--- src/rtl/i2c_ctrl_pkg.sv ---
// Shared scheduler definitions: state encoding, status encoding, default widths.
// No logic of its own; imported by the scheduler, its arbiter and the bus interface.
// Also used by the i2c master bench, so keep encodings stable.
package i2c_ctrl_pkg;

  // Scheduler FSM states (plain constants so older tools and benches can decode them)
  typedef logic [2:0] sched_state_t;
  localparam sched_state_t S_IDLE  = 3'd0;
  localparam sched_state_t S_START = 3'd1;
  localparam sched_state_t S_ADDR  = 3'd2;
  localparam sched_state_t S_AACK  = 3'd3;
  localparam sched_state_t S_DATA  = 3'd4;
  localparam sched_state_t S_DACK  = 3'd5;
  localparam sched_state_t S_STOP  = 3'd6;

  // Transaction completion status
  localparam logic ST_OK  = 1'b0;
  localparam logic ST_ERR = 1'b1;

  // Default configuration
  localparam int DEF_NREQ   = 4;
  localparam int DEF_LENW   = 4;
  localparam int DEF_ACK_TO = 16;
  localparam int DEF_GAP    = 2;

  // Index width for n requesters, never narrower than one bit
  function automatic int idx_w(input int n);
    return (n <= 2) ? 1 : $clog2(n);
  endfunction

endpackage

--- src/rtl/i2c_txn_sched_if.sv ---
// Bundle between the transaction scheduler, its requesters and the i2c bit-level master.
// master modport: scheduler view (drives grant/pulses and master controls).
// slave modport: environment view (drives requests, tx bytes and master acks).
interface i2c_txn_sched_if
  import i2c_ctrl_pkg::*;
#(
  parameter int NREQ = DEF_NREQ,
  parameter int LENW = DEF_LENW
);
  // requester side
  logic [NREQ-1:0]      req_valid;
  logic [NREQ*8-1:0]    req_addr;
  logic [NREQ*LENW-1:0] req_len;
  logic [NREQ*8-1:0]    tx_byte;
  logic [NREQ-1:0]      tx_pop;
  logic [NREQ-1:0]      grant;
  logic [NREQ-1:0]      done;
  logic [NREQ-1:0]      err;
  // bit-level master side
  logic                 m_start;
  logic                 m_aout;
  logic                 m_validaddr;
  logic                 m_dout;
  logic                 m_validdata;
  logic                 m_slave_ack;
  logic                 m_data_ack;

  modport master (
    input  req_valid, req_addr, req_len, tx_byte, m_slave_ack, m_data_ack,
    output tx_pop, grant, done, err,
    output m_start, m_aout, m_validaddr, m_dout, m_validdata
  );

  modport slave (
    output req_valid, req_addr, req_len, tx_byte, m_slave_ack, m_data_ack,
    input  tx_pop, grant, done, err,
    input  m_start, m_aout, m_validaddr, m_dout, m_validdata
  );

endinterface

--- src/rtl/i2c_txn_sched_rr_arbiter.sv ---
// Round-robin arbiter: first set bit of req searching upward from ptr with wrap.
// Purely combinational, zero latency; no backpressure (caller decides when to take gnt).
// Ports: req (requests), ptr (search start) -> gnt (one-hot, 0 if none), idx (winner index).
module rr_arbiter
  import i2c_ctrl_pkg::*;
#(
  parameter int NREQ = DEF_NREQ,
  parameter int IW   = idx_w(NREQ)
) (
  input  logic [NREQ-1:0] req,
  input  logic [IW-1:0]   ptr,
  output logic [NREQ-1:0] gnt,
  output logic [IW-1:0]   idx
);

  logic          found;
  logic [IW-1:0] j;

  always_comb begin
    gnt   = '0;
    idx   = '0;
    found = 1'b0;
    j     = '0;
    for (int k = 0; k < NREQ; k++) begin
      j = IW'((int'(ptr) + k) % NREQ);
      if (!found && req[j]) begin
        found  = 1'b1;
        gnt[j] = 1'b1;
        idx    = j;
      end
    end
  end

endmodule

--- src/rtl/i2c_txn_sched.sv ---
// Shares one i2c bit-level master between NREQ requesters: round-robin grant, then
// start / serial address / ack / serial data bytes with per-byte ack / stop; done or err pulse.
// Latency: START 1 cycle after request seen; requester bytes are consumed via tx_pop pulses.
// Ports: clk, reset (async active-high), bus (master modport of i2c_txn_sched_if).
module i2c_txn_sched
  import i2c_ctrl_pkg::*;
#(
  parameter int NREQ   = DEF_NREQ,
  parameter int LENW   = DEF_LENW,
  parameter int ACK_TO = DEF_ACK_TO,
  parameter int GAP    = DEF_GAP
) (
  input logic               clk,
  input logic               reset,
  i2c_txn_sched_if.master   bus
);

  localparam int IW  = idx_w(NREQ);
  localparam int TOW = $clog2(ACK_TO + 1);
  localparam int GW  = $clog2(GAP + 1);

  // state registers
  sched_state_t    state_q, state_n;
  logic [2:0]      bitcnt_q, bitcnt_n;
  logic [TOW-1:0]  tocnt_q, tocnt_n;
  logic [GW-1:0]   gapcnt_q, gapcnt_n;
  logic [LENW-1:0] len_q, len_n;
  logic [7:0]      addr_q, addr_n;
  logic [7:0]      shreg_q, shreg_n;
  logic [IW-1:0]   g_q, g_n;
  logic [IW-1:0]   rr_q, rr_n;
  logic            status_q, status_n;

  // next values of the registered outputs
  logic [NREQ-1:0] grant_n, pop_n, done_n, err_n;
  logic            start_n, aout_n, va_n, dout_n, vd_n;

  logic [NREQ-1:0] arb_gnt;
  logic [IW-1:0]   arb_idx;
  logic            ack;

  rr_arbiter #(.NREQ(NREQ), .IW(IW)) u_arb (
    .req (bus.req_valid),
    .ptr (rr_q),
    .gnt (arb_gnt),
    .idx (arb_idx)
  );

  // AACK and DACK share one handler; only the ack source differs
  assign ack = (state_q == S_AACK) ? bus.m_slave_ack : bus.m_data_ack;

  always_comb begin
    state_n  = state_q;
    bitcnt_n = bitcnt_q;
    tocnt_n  = tocnt_q;
    gapcnt_n = gapcnt_q;
    len_n    = len_q;
    addr_n   = addr_q;
    shreg_n  = shreg_q;
    g_n      = g_q;
    rr_n     = rr_q;
    status_n = status_q;
    pop_n    = '0;
    done_n   = '0;
    err_n    = '0;
    grant_n  = '0;

    case (state_q)
      S_IDLE: begin
        if (|arb_gnt) begin
          g_n     = arb_idx;
          addr_n  = bus.req_addr[arb_idx*8 +: 8];
          len_n   = bus.req_len[arb_idx*LENW +: LENW];
          rr_n    = (arb_idx == IW'(NREQ - 1)) ? '0 : arb_idx + 1'b1;
          state_n = S_START;
        end
      end
      S_START: begin
        bitcnt_n = 3'd7;
        state_n  = S_ADDR;
      end
      S_ADDR: begin
        if (bitcnt_q == 3'd0) begin
          tocnt_n = '0;
          state_n = S_AACK;
        end else begin
          bitcnt_n = bitcnt_q - 1'b1;
        end
      end
      S_AACK, S_DACK: begin
        // ack is tested before the timeout so a late ack on the final cycle still wins
        if (ack) begin
          if (len_q == '0) begin
            status_n = ST_OK;
            gapcnt_n = '0;
            state_n  = S_STOP;
          end else begin
            shreg_n    = bus.tx_byte[g_q*8 +: 8];
            pop_n[g_q] = 1'b1;
            bitcnt_n   = 3'd7;
            state_n    = S_DATA;
          end
        end else if (tocnt_q == TOW'(ACK_TO - 1)) begin
          status_n = ST_ERR;
          gapcnt_n = '0;
          state_n  = S_STOP;
        end else begin
          tocnt_n = tocnt_q + 1'b1;
        end
      end
      S_DATA: begin
        if (bitcnt_q == 3'd0) begin
          len_n   = len_q - 1'b1;
          tocnt_n = '0;
          state_n = S_DACK;
        end else begin
          bitcnt_n = bitcnt_q - 1'b1;
        end
      end
      S_STOP: begin
        if (gapcnt_q == GW'(GAP - 1)) begin
          state_n = S_IDLE;
        end else begin
          gapcnt_n = gapcnt_q + 1'b1;
        end
      end
      default: state_n = S_IDLE;
    endcase

    // Outputs are decoded from the next state so the registered copies line up
    // with the state they describe (bit index = bitcnt of that cycle).
    if (state_n != S_IDLE) begin
      grant_n[g_n] = 1'b1;
    end
    if (state_n == S_STOP && gapcnt_n == GW'(GAP - 1)) begin
      if (status_n == ST_ERR) begin
        err_n[g_n] = 1'b1;
      end else begin
        done_n[g_n] = 1'b1;
      end
    end
    start_n = (state_n != S_IDLE) && (state_n != S_STOP);
    va_n    = (state_n == S_ADDR);
    aout_n  = va_n & addr_n[bitcnt_n];
    vd_n    = (state_n == S_DATA);
    dout_n  = vd_n & shreg_n[bitcnt_n];
  end

  always_ff @(posedge clk or posedge reset) begin
    if (reset) begin
      state_q         <= S_IDLE;
      bitcnt_q        <= '0;
      tocnt_q         <= '0;
      gapcnt_q        <= '0;
      len_q           <= '0;
      addr_q          <= '0;
      shreg_q         <= '0;
      g_q             <= '0;
      rr_q            <= '0;
      status_q        <= ST_OK;
      bus.grant       <= '0;
      bus.tx_pop      <= '0;
      bus.done        <= '0;
      bus.err         <= '0;
      bus.m_start     <= 1'b0;
      bus.m_aout      <= 1'b0;
      bus.m_validaddr <= 1'b0;
      bus.m_dout      <= 1'b0;
      bus.m_validdata <= 1'b0;
    end else begin
      state_q         <= state_n;
      bitcnt_q        <= bitcnt_n;
      tocnt_q         <= tocnt_n;
      gapcnt_q        <= gapcnt_n;
      len_q           <= len_n;
      addr_q          <= addr_n;
      shreg_q         <= shreg_n;
      g_q             <= g_n;
      rr_q            <= rr_n;
      status_q        <= status_n;
      bus.grant       <= grant_n;
      bus.tx_pop      <= pop_n;
      bus.done        <= done_n;
      bus.err         <= err_n;
      bus.m_start     <= start_n;
      bus.m_aout      <= aout_n;
      bus.m_validaddr <= va_n;
      bus.m_dout      <= dout_n;
      bus.m_validdata <= vd_n;
    end
  end

endmodule

--- src/flat_wrapper.sv ---
// flat-port wrapper written by rule: the top's interface ports become plain ports
module i2c_txn_sched_flat import i2c_ctrl_pkg::*;
#(
  parameter int NREQ   = DEF_NREQ,
  parameter int LENW   = DEF_LENW,
  parameter int ACK_TO = DEF_ACK_TO,
  parameter int GAP    = DEF_GAP
)
  (clk, reset, bus_req_valid, bus_req_addr, bus_req_len, bus_tx_byte, bus_m_slave_ack, bus_m_data_ack, bus_tx_pop, bus_grant, bus_done, bus_err, bus_m_start, bus_m_aout, bus_m_validaddr, bus_m_dout, bus_m_validdata);
  i2c_txn_sched_if #(.NREQ(NREQ), .LENW(LENW)) bus_i ();
  input logic clk;
  input logic reset;
  input wire logic [$bits(bus_i.req_valid)-1:0] bus_req_valid;
  input wire logic [$bits(bus_i.req_addr)-1:0] bus_req_addr;
  input wire logic [$bits(bus_i.req_len)-1:0] bus_req_len;
  input wire logic [$bits(bus_i.tx_byte)-1:0] bus_tx_byte;
  input wire logic [$bits(bus_i.m_slave_ack)-1:0] bus_m_slave_ack;
  input wire logic [$bits(bus_i.m_data_ack)-1:0] bus_m_data_ack;
  output wire logic [$bits(bus_i.tx_pop)-1:0] bus_tx_pop;
  output wire logic [$bits(bus_i.grant)-1:0] bus_grant;
  output wire logic [$bits(bus_i.done)-1:0] bus_done;
  output wire logic [$bits(bus_i.err)-1:0] bus_err;
  output wire logic [$bits(bus_i.m_start)-1:0] bus_m_start;
  output wire logic [$bits(bus_i.m_aout)-1:0] bus_m_aout;
  output wire logic [$bits(bus_i.m_validaddr)-1:0] bus_m_validaddr;
  output wire logic [$bits(bus_i.m_dout)-1:0] bus_m_dout;
  output wire logic [$bits(bus_i.m_validdata)-1:0] bus_m_validdata;
  assign bus_i.req_valid = bus_req_valid;
  assign bus_i.req_addr = bus_req_addr;
  assign bus_i.req_len = bus_req_len;
  assign bus_i.tx_byte = bus_tx_byte;
  assign bus_i.m_slave_ack = bus_m_slave_ack;
  assign bus_i.m_data_ack = bus_m_data_ack;
  assign bus_tx_pop = bus_i.tx_pop;
  assign bus_grant = bus_i.grant;
  assign bus_done = bus_i.done;
  assign bus_err = bus_i.err;
  assign bus_m_start = bus_i.m_start;
  assign bus_m_aout = bus_i.m_aout;
  assign bus_m_validaddr = bus_i.m_validaddr;
  assign bus_m_dout = bus_i.m_dout;
  assign bus_m_validdata = bus_i.m_validdata;
  i2c_txn_sched #(.NREQ(NREQ), .LENW(LENW), .ACK_TO(ACK_TO), .GAP(GAP)) u_core (.clk(clk), .reset(reset), .bus(bus_i));
endmodule
--- config.mk ---
export PLATFORM = sky130hd
export DESIGN_NAME = i2c_txn_sched_flat
export DESIGN_NICKNAME = d
export VERILOG_FILES = /design/src/rtl/i2c_ctrl_pkg.sv /design/src/rtl/i2c_txn_sched_if.sv /design/src/rtl/i2c_txn_sched_rr_arbiter.sv /design/src/rtl/i2c_txn_sched.sv /design/src/flat_wrapper.sv
export SDC_FILE = /design/constraint.sdc
export NUM_CORES = 1
export LEC_CHECK = 0
export CELL_PAD_IN_SITES_DETAIL_PLACEMENT = 0
export CELL_PAD_IN_SITES_GLOBAL_PLACEMENT = 1
export CORE_UTILIZATION = 40
export DETAILED_ROUTE_END_ITERATION = 10
export PLACE_DENSITY = 0.9
export REMOVE_ABC_BUFFERS = 1
export SYNTH_ARGS = -nofsm -noshare
export SYNTH_HDL_FRONTEND = slang
export SYNTH_SLANG_ARGS = --single-unit
export TNS_END_PERCENT = 5
--- constraint.sdc ---
create_clock -name clk -period 7.15 [get_ports clk]
set_clock_uncertainty 0.2 [all_clocks]
set_input_delay 1.43 -clock clk [delete_from_list [all_inputs] [get_ports clk]]
set_output_delay 1.43 -clock clk [all_outputs]
set_load 0.05 [all_outputs]
### Word-level counts from Yosys, hierarchy flattened

Index checks and enable logic that the tools add are counted.

* register bits: 59
* input port bits: 88
* word-level logic and storage cells: 173

* add/subtract/negate cells: 8
* magnitude comparators: 13
* equality and inequality tests: 19
* shift operators: 3
* muxes and demuxes: 80
* bitwise logic cells: 5
* reduce and logical (&&, ||, !) cells: 26

Operators with widths (count)
* $shiftx 32x6->8: 2
* $mux 4: 14
* $mux 8: 5
* $mux 3: 9
* $mux 2: 12
* $mux 1: 20
* $lt 2x3->1 const B: 6
* $pmux 3 s6: 1
* $shiftx 16x5->4: 1
* $eq 3x3->1 const B: 5
* $mux 5: 3
* $demux 1 s2: 6
* $ge 2x1->1 const B: 6
* $or 4x4->4: 3
* $logic_and 1x1->1: 11
* $pmux 5 s2: 1
* $eq 3x2->1 const B: 3
* $pmux 3 s3: 1
* $bmux 1 s2: 4
* $pmux 4 s2: 1
* $add 2x1->2 const B: 3
* $bmux 1 s3: 2
* $logic_not 3->1: 2
* $ne 2x1->1 const B: 3
* other kinds (22): 30

### Longest topological paths before layout

Gate-level depths: netlist of run 1.

* depth in word-level cells: 21
* gate-level depth with buffers: 13
* depth with buffers taken out: 11

### By module

From an unflattened synthesis of run 1, not the netlist that was laid out.

* cells, all modules: 338
* area, all modules: 3733.6 um^2

Modules (own cells, without submodules)
* i2c_txn_sched: instances 1, cells each 290, area an instance 3294.4 um^2
* rr_arbiter: instances 1, cells each 48, area an instance 439.2 um^2

### Worst setup path before layout of run 1

OpenSTA, ideal clock, no wires.

* path kind: in2reg
* start: input bus_req_valid[2]
* end: register u_core.bus.m_aout
* setup time: 0.101 ns
* data arrival time: 3.457 ns
* required time: 6.849 ns
* slack: 3.392 ns
* stages: 9
* path buffers: 1
* path through: buf_6 mux4_2 nand2b_2 a21oi_4 a31oi_2 or2_4 o32ai_1 a211oi_1 nor4_1

* longest elaborated chain between the ends: 18

RTL lines
* from (decl): line flat_wrapper.sv:13 `input wire logic [$bits(bus_i.req_valid)-1:0] bus_req_valid;`
* $bmux 1 s2: line i2c_txn_sched_rr_arbiter.sv:26 `if (!found && req[j]) begin`
* $mux 1 (implied by the code): line i2c_txn_sched_rr_arbiter.sv:26
* $mux 1: line i2c_txn_sched_rr_arbiter.sv:26
* $logic_not 1->1: line i2c_txn_sched_rr_arbiter.sv:26
* $logic_and 1x1->1: line i2c_txn_sched_rr_arbiter.sv:26
* $mux 1: line i2c_txn_sched_rr_arbiter.sv:26
* $logic_not 1->1: line i2c_txn_sched_rr_arbiter.sv:26
* $logic_and 1x1->1: line i2c_txn_sched_rr_arbiter.sv:26
* [... 3 more ...]
* $mux 2 / $mux 4 (equally long branches): line i2c_txn_sched_rr_arbiter.sv:26
* $shiftx 32x6->8 / $reduce_or 4->1 (equally long branches): line i2c_txn_sched.sv:72, i2c_txn_sched.sv:70
* $mux 8: line i2c_txn_sched.sv:70 `if (|arb_gnt) begin`
* $mux 8: line i2c_txn_sched.sv:68 `case (state_q)`
* $bmux 1 s3: line i2c_txn_sched.sv:144 `aout_n = va_n & addr_n[bitcnt_n];`
* $mux 1 (implied by the code): line i2c_txn_sched.sv:144
* $and 1x1->1 *: line i2c_txn_sched.sv:144
* via u_core.aout_n: line i2c_txn_sched.sv:36 `logic start_n, aout_n, va_n, dout_n, vd_n;`
* to (signal assigned): line i2c_txn_sched.sv:186 `bus.m_aout <= aout_n;`
* to (decl): line i2c_txn_sched_if.sv:31 `output m_start, m_aout, m_validaddr, m_dout, m_validdata`

Mark *: on every way through the listed nets, which the timed path passes. The rest lies on a longest branch. The select of a mux whose other input is x is not followed.
A chain may end at the register's enable or synchronous reset.

### Worst setup path in the final report of run 1

* start: input bus_req_valid[3]
* end: register u_core.bus.m_aout

The elaborated chain is that of the path after synthesis.

==> results of run 1 <==
cell usage after synthesis (all sizes together) (3+ instances only):
| cell type | count |
|---|---|
| nand3 | 12 |
| mux4 | 13 |
| dfrtp | 59 |
| a211oi | 3 |
| mux2 | 12 |
| a21o | 3 |
| mux2i | 33 |
| nor2 | 34 |
| nor2b | 4 |
| a21oi | 14 |
| xnor2 | 3 |
| nand3b | 3 |
| a221oi | 6 |
| or2 | 3 |
| clkbuf | 8 |
| inv | 22 |
| buf | 14 |
| nand4 | 3 |
| and2 | 4 |
| and3 | 5 |
| o22ai | 4 |
| nor3 | 19 |
| ha | 11 |
| nor4 | 5 |
| o32ai | 3 |
| o21ai | 21 |
| nand2b | 9 |
| nand2 | 45 |
| a32oi | 3 |
| o211ai | 3 |
power by group through the flow:
stage / Sequential (W) / Clock [W] / Combinational, W
after floorplan: 0.000644 / 0 / 0.00116
after global placement: 0.000600 / 0 / 0.00155
after detailed placement: 0.000608 / 0 / 0.00158
after CTS: 0.000601 / 0.000327 / 0.00159
after global routing: 0.000625 / 0.000344 / 0.00174
final: 0.000599 / 0.000321 / 0.00158
per-layer routing:
metal	global-route usage [%]	share of wire, %
met1	25.7	44
met2	33.4	50
met3	3.90	4.9
met4	6.70	1.7
met5	0	0
worst max-delay path, stage by stage:
cell and delay, ns:
clkdlybuf4s50_1 0.59, mux4_2 0.62, nor4b_4 0.36, a2111oi_4 0.09, nor2_8 0.43, mux2i_1 0.20, a221oi_2 0.29, a211oi_1 0.10
nor4_1 0.31
cells by family (layout without fill, tap and decap cells):
| group | after synthesis | after routing | share of synthesized area [%] |
|---|---|---|---|
| flops | 59 | 59 | 36.9 |
| buf+inv | 44 | 147 | 5.16 |
| simple gates | 151 | 151 | 19.5 |
| fa+ha+maj | 11 | 11 | 3.44 |
| mux | 58 | 58 | 19.1 |
| compound gates | 76 | 76 | 14.7 |
| xor+xnor | 5 | 5 | 1.09 |
layout make-up:
| type | count | area (µm²) |
|---|---|---|
| clock buffer | 9 | 124 |
| clock inverter | 7 | 83.8 |
| fill | 895 | 4390 |
| inverter | 22 | 82.6 |
| multi-input combinational | 301 | 2320 |
| sequential | 59 | 1480 |
| tap | 133 | 166 |
| timing repair buffer | 109 | 1090 |
through the flow:
step | area (µm²) | cells
global route | 5340 | 640
detailed placement | 5130 | 624
global placement | 5130 | 624
finish | 5340 | 640
CTS | 5340 | 640
floorplan | 3880 | 382
how the worst max path moves through the flow:
| stage | from | end | slack, ns |
|---|---|---|---|
| after floorplan | bus_req_valid[3] | u_core.bus.m_aout | 3.34 |
| after global placement | bus_req_valid[2] | u_core.bus.grant[1] | 2.53 |
| after detailed placement | bus_req_valid[3] | u_core.bus.m_aout | 2.40 |
| after CTS | bus_req_valid[3] | u_core.bus.m_aout | 2.77 |
| after global routing | bus_req_valid[2] | u_core.bus.grant[1] | 2.59 |
| final | bus_req_valid[3] | u_core.bus.m_aout | 2.76 |
state kept, by name (all words and copies together), names as in the netlist, 2 cells and up, named ones only:
name and count:
u_core.len_q 4, u_core.bus.err 4, u_core.g_q 2, u_core.shreg_q 8, u_core.bitcnt_q 3, u_core.bus.tx_pop 4
u_core.bus.done 4, u_core.bus.grant 4, u_core.gapcnt_q 2, u_core.state_q 3, u_core.tocnt_q 5, u_core.addr_q 8
==> summary.txt, run 1 <==
Status
  • Status: finished, final reports clean

Synth
  • Cell Area, Synth: 4000 µm²
  • Avg Cell Area, Syn: 9.90 µm²
  • Post-synth top area share: 36.9%
  • Cells after Synth: 404
  • Synth unique cells: 64
  • Post-synth EDFFs: 0
  • Yosys reg bits: 59
  • Largest area contributor in the netlist: dfrtp_1
  • Top cells by area, synth: dfrtp_1 (37%), mux2i_1 (8.0%), mux4_2 (6.8%)
  • Yosys Warn Count: 0
  • Fraction of registers with async set/reset: 100%
  • Post-synthesis sequential area ratio: 36.9%
  • Prevailing post-synth register cell: dfrtp_1

Floorplanning
  • Die area: 10400 µm²
  • Initial Util: 41.1%
  • DIE WIDTH: 102 µm
  • Ports: 109
  • Die Y: 102 µm
  • Rows: 36
  • Core Box Area: 9730 µm²

Job
  • Max Cap Viol: 0

Timing
  • RSZ-0062 raised after global routing: no
  • Final setup TNS: 0 ns
  • Max Transition Viols Final: 0
  • Final setup vio count: 0
  • Setup ws final: 2.76 ns
  • Hold_ws: 0.271 ns
  • Max Freq: 0.228 GHz
  • Least-Margin Pin Slew: 0.881 ns
  • Count of final hold-check violations: 0
  • Period utilization: 61.3%
  • Period minus WS final: 4.39 ns
  • Slew headroom: 41.1%

Global route
  • GRT Overall Usage: 19.9%
  • Vias in the first global route: 3431
  • Total grt overflow: 0
  • Largest net degree at the start of global routing: 60
  • Global-route wire length before repair: 16200 µm
  • Initial antenna violation count: 0

Routing
  • DRT iter0 DRCs: 89
  • Vias per inst: 5.29
  • Routed WL per cell: 15.0 µm
  • Vias: 3386
  • Routed Wire Length: 9620 µm
  • DRC: 0
  • Post-DRT Antenna Nets: 0
  • Drt pass-1 iters: 4

Power and ir drop
  • Clk pwr share: 12.8%
  • Switching pwr: 0.00120 W
  • Leakage: 2.31 nW
  • Pwr Density: 469 nW/µm²
  • Sequential Power Share: 23.9%
  • P_int: 0.00131 W
  • Comb power frac: 63.2%
  • Net Sw Frac: 47.9%
  • Total power draw: 0.00250 W
  • VDD IR max: 0.177 mV

Cells and area
  • Commonest non-fill, non-tap cell in the layout: clkdlybuf4s50_1
  • Core Util, Final: 54.9%
  • Diode count: 0
  • Most frequent cells in the layout: clkdlybuf4s50_1 (108), dfrtp_1 (59), nand2_1 (45)
  • Final nets: 601
  • Synthesis-to-layout area growth: 33.5%
  • Layout cells sized above 1: 11.8%

Critical path
  • CP required: 7.19 ns
  • Reg2reg setup slack: 2.97 ns
  • Reg2Reg Depth: 10
  • Critical path class: in -> reg
  • Crit path capture type: flop
  • CP max FO: 26
  • RR Endpoint: u_core.bus.done[1]
  • Startpoint types: input port
  • CP arrival: 4.43 ns

Placed design
  • IO buf count: 108
  • Setup WS pre-CTS: 2.40 ns
  • Gp weighted congestion: 0.766
  • DP Wirelength: 7210 µm

Clock network
  • CTS max path bufs: 2
  • Postcts setup bufs: 0
  • Clk slew on worst S/H paths: 0.07 ns
  • Clock tree from TritonCTS: built
  • CTS resizes: 0
  • Worst skew pair latency: 0.35 ns
  • CTS Hold Bufs: 0
  • CTS Buf Count: 9
  • CTS H-tree lvls: 3
  • CTS sink cnt: 59
  • Root Buffer: clkbuf_8

Min path
  • HP Start: u_core.addr_q[4]
  • WHS Endpoint: u_core.addr_q[4]
  • Hold Crit Class: reg -> reg
  • Worst Hold Path Cells: 2
Power figures use the tool's default switching activity.
==> run 2: changes to the inputs <==
- CORE_UTILIZATION: 40 -> 33
- PLACE_DENSITY: 0.9 -> 0.79
- clock period: 7.15 -> 3.9 ns (I/O delays scaled with it)
==> run 2 against run 1 <==
Against the previous run:
- the flow now finishes with violations (design-rule violations)
- die area rose by 21%
- global-route usage fell by 3.3 points
- design area rose by 5.1%
- via count rose by 2.0%
- critical path depth did not move
- non-clock buffer count rose by 18
- clock power rose to 2.6 times the previous value
- worst setup slack got worse by 2.4 ns
- routed wire length rose by 3.9%
- critical endpoint unchanged
- largest cell class unchanged
- highest routed layer unchanged
==> summary.txt, run 2 (synthesis gave the netlist of run 1 again) <==
Cells and area
  • Diode count: 0 (unchanged)
  • Commonest non-fill, non-tap cell in the layout: clkdlybuf4s50_1
  • Final instance area: 5610 µm² (+5.1%)
  • Most frequent cells in the layout: clkdlybuf4s50_1 (108), dfrtp_1 (59), nand2_1 (45)
  • Synthesis-to-layout area growth: 40.2%
  • Fill count: 1100 (+23%)
  • Layout cells sized above 1: 14.7% (+2.8 points)
  • Final nets: 619 (+3.0%)
  • Largest regs: u_core.addr_q x8, u_core.shreg_q x8, u_core.tocnt_q x5

Power and ir drop
  • Comb power frac: 63.4% (+0.2 points)
  • Total power draw: 0.00508 W (+100%)
  • Switching pwr: 0.00224 W (+87%)
  • Leakage: 2.44 nW (+6.0%)
  • Sequential Power Share: 20.4% (-3.5 points)
  • Net Sw Frac: 44.1% (-3.8 points)
  • VDD IR max: 0.373 mV (+110%)
  • Pwr Density: 906 nW/µm² (+93%)
  • P_int: 0.00284 W (+120%)
  • Clk pwr share: 16.3% (+3.5 points)

Clock network
  • CTS resizes: 0 (unchanged)
  • CTS sink cnt: 59 (unchanged)
  • Clk slew on worst S/H paths: 0.05 ns (-0.02 ns)
  • CTS Buf Count: 9 (unchanged)
  • Worst skew pair latency: 0.32 ns (-0.03 ns)
  • Postcts setup bufs: 0 (unchanged)
  • CTS max path bufs: 2 (unchanged)
  • Clock tree from TritonCTS: built
  • CTS H-tree lvls: 3 (unchanged)
  • Root Buffer: clkbuf_16
  • CTS Hold Bufs: 0 (unchanged)

Global route
  • Vias in the first global route: 3547 (+3.4%)
  • Largest net degree at the start of global routing: 23 (-62%)
  • Total grt overflow: 0 (unchanged)
  • Initial antenna violation count: 0 (unchanged)
  • GRT Overall Usage: 16.6% (-3.3 points)
  • Global-route wire length before repair: 16800 µm (+3.8%)

Placed design
  • Post-DP Area: 5290 µm² (+3.1%)
  • IO buf count: 108 (unchanged)
  • Gp weighted congestion: 0.826 (+7.8%)
  • DP Wirelength: 7890 µm (+9.3%)

Routing
  • DRC: 2 (+2)
  • Vias: 3454 (+2.0%)
  • Post-DRT Antenna Nets: 0 (unchanged)
  • DRT iter0 DRCs: 139 (+56%)
  • Drt pass-1 iters: 7 (+3)
  • Routed Wire Length: 9990 µm (+3.9%)
  • Routed WL per cell: 15.0 µm (-0.47%)
  • Vias per inst: 5.17 (-2.3%)

Critical path
  • CP startpoint: bus_req_valid[3]
  • CP required: 3.92 ns (-3.27 ns)
  • Critical Path Max Stage Delay: 0.61 ns (about the same)
  • CP max stage cell: mux4_2
  • Reg2reg setup slack: 0.51 ns (-2.46 ns)
  • Crit path cell chain: clkdlybuf4s50_1 > mux4_2 > nor4b_4 > a2111oi_4 > nor2_8 > mux2i_1 > a221oi_2 > a211oi_1 > nor4_1
  • Startpoint types: input port
  • CP arrival: 3.56 ns (-0.87 ns)
  • Crit path capture type: flop
  • CP max FO: 18 (-31%)
  • Critical path class: in -> reg

Min path
  • HP Start: u_core.addr_q[0]
  • Hold Crit Class: reg -> reg

Floorplanning
  • Initial Util: 34.4% (-6.7 points)
  • Core Box Area: 11600 µm² (+19%)
  • Die area: 12600 µm² (+21%)
  • Die Y: 112 µm (+9.9%)
  • Rows: 39 (+8.3%)
  • Ports: 109 (unchanged)
  • DIE WIDTH: 112 µm (+9.9%)

Timing
  • Final setup vio count: 0 (unchanged)
  • Hold_ws: 0.267 ns (-0.00418 ns)
  • Count of final hold-check violations: 0 (unchanged)
  • RSZ-0062 raised after global routing: no
  • Max Freq: 0.282 GHz
  • Least-Margin Pin Slew: 0.746 ns (-0.135 ns)
  • Slew headroom: 49.9% (+8.8 points)
  • Period minus WS final: 3.54 ns
  • Period utilization: 90.9%
  • Max Transition Viols Final: 0 (unchanged)
  • Final setup TNS: 0 ns (unchanged)

Status
  • Status: complete, but fails checks
  • Failing checks: design-rule violations

Job
  • Max Cap Viol: 0 (unchanged)
## run 2: metal layers
metal | GRT usage (%) | share of wire (%) | vias to the layer above
met1 | 21.3 | 45 | 1653
met4 | 5.16 | 1.4 | 0
li1 | - | - | 1703
met3 | 2.65 | 4.0 | 12
met2 | 28.8 | 50 | 86
met5 | 0 | 0 | -
## run 2: cell type report
class | count | area (µm²) | share of cell area (%)
clock buffers | 10 | 229 | 4.08
multi-input cells | 301 | 2320 | 41.3
flip-flops and latches | 59 | 1480 | 26.3
well taps | 143 | 179 | 3.19
inverters | 22 | 82.6 | 1.47
clock inverters | 6 | 88.8 | 1.58
repair buffers | 127 | 1240 | 22.0
## run 2: power by group through the flow
stage                     combinational (W)  clock, W  sequential (W)
final                               0.00322  0.000826         0.00104
after floorplan                     0.00213         0         0.00118
after global placement              0.00317         0         0.00104
after global routing                0.00355  0.000865         0.00107
after detailed placement            0.00324         0         0.00104
after CTS                           0.00325  0.000841         0.00104
## run 2: worst max-delay path: cells and delay by family
kind / cells / cell delay [ns]
buffers and inverters: 1 / 0.57
and+or+nand+nor: 3 / 0.97
muxes: 2 / 0.78
AOI/OAI and AO/OA: 3 / 0.47
## run 2: worst paths after layout
path,to,depth (start not counted)
max,u_core.bus.m_aout,9
min,u_core.addr_q[0],2
max reg2reg,u_core.bus.m_aout,10
min reg2reg,u_core.addr_q[0],2
max in group asynchronous,u_core.bus.m_validaddr,3
min in group asynchronous,u_core.bus.done[2],2
## run 2: stage by stage
stage | setup slack (ns) | std cells | utilization (%)
2_1_floorplan | 0.296 | 382 | -
3_3_place_gp | 0.100 | 652 | 45.6
3_5_place_dp | 0.0297 | 652 | 45.6
4_1_cts | 0.364 | 668 | 48.3
5_1_grt | 0.187 | 668 | 48.3
6_report | 0.355 | 668 | 48.3
==> run 3: changes to the inputs <==
- TNS_END_PERCENT: 5 -> 100
==> results of run 3 <==
No change in the layout: final DEF, timing and power equal those of run 2.
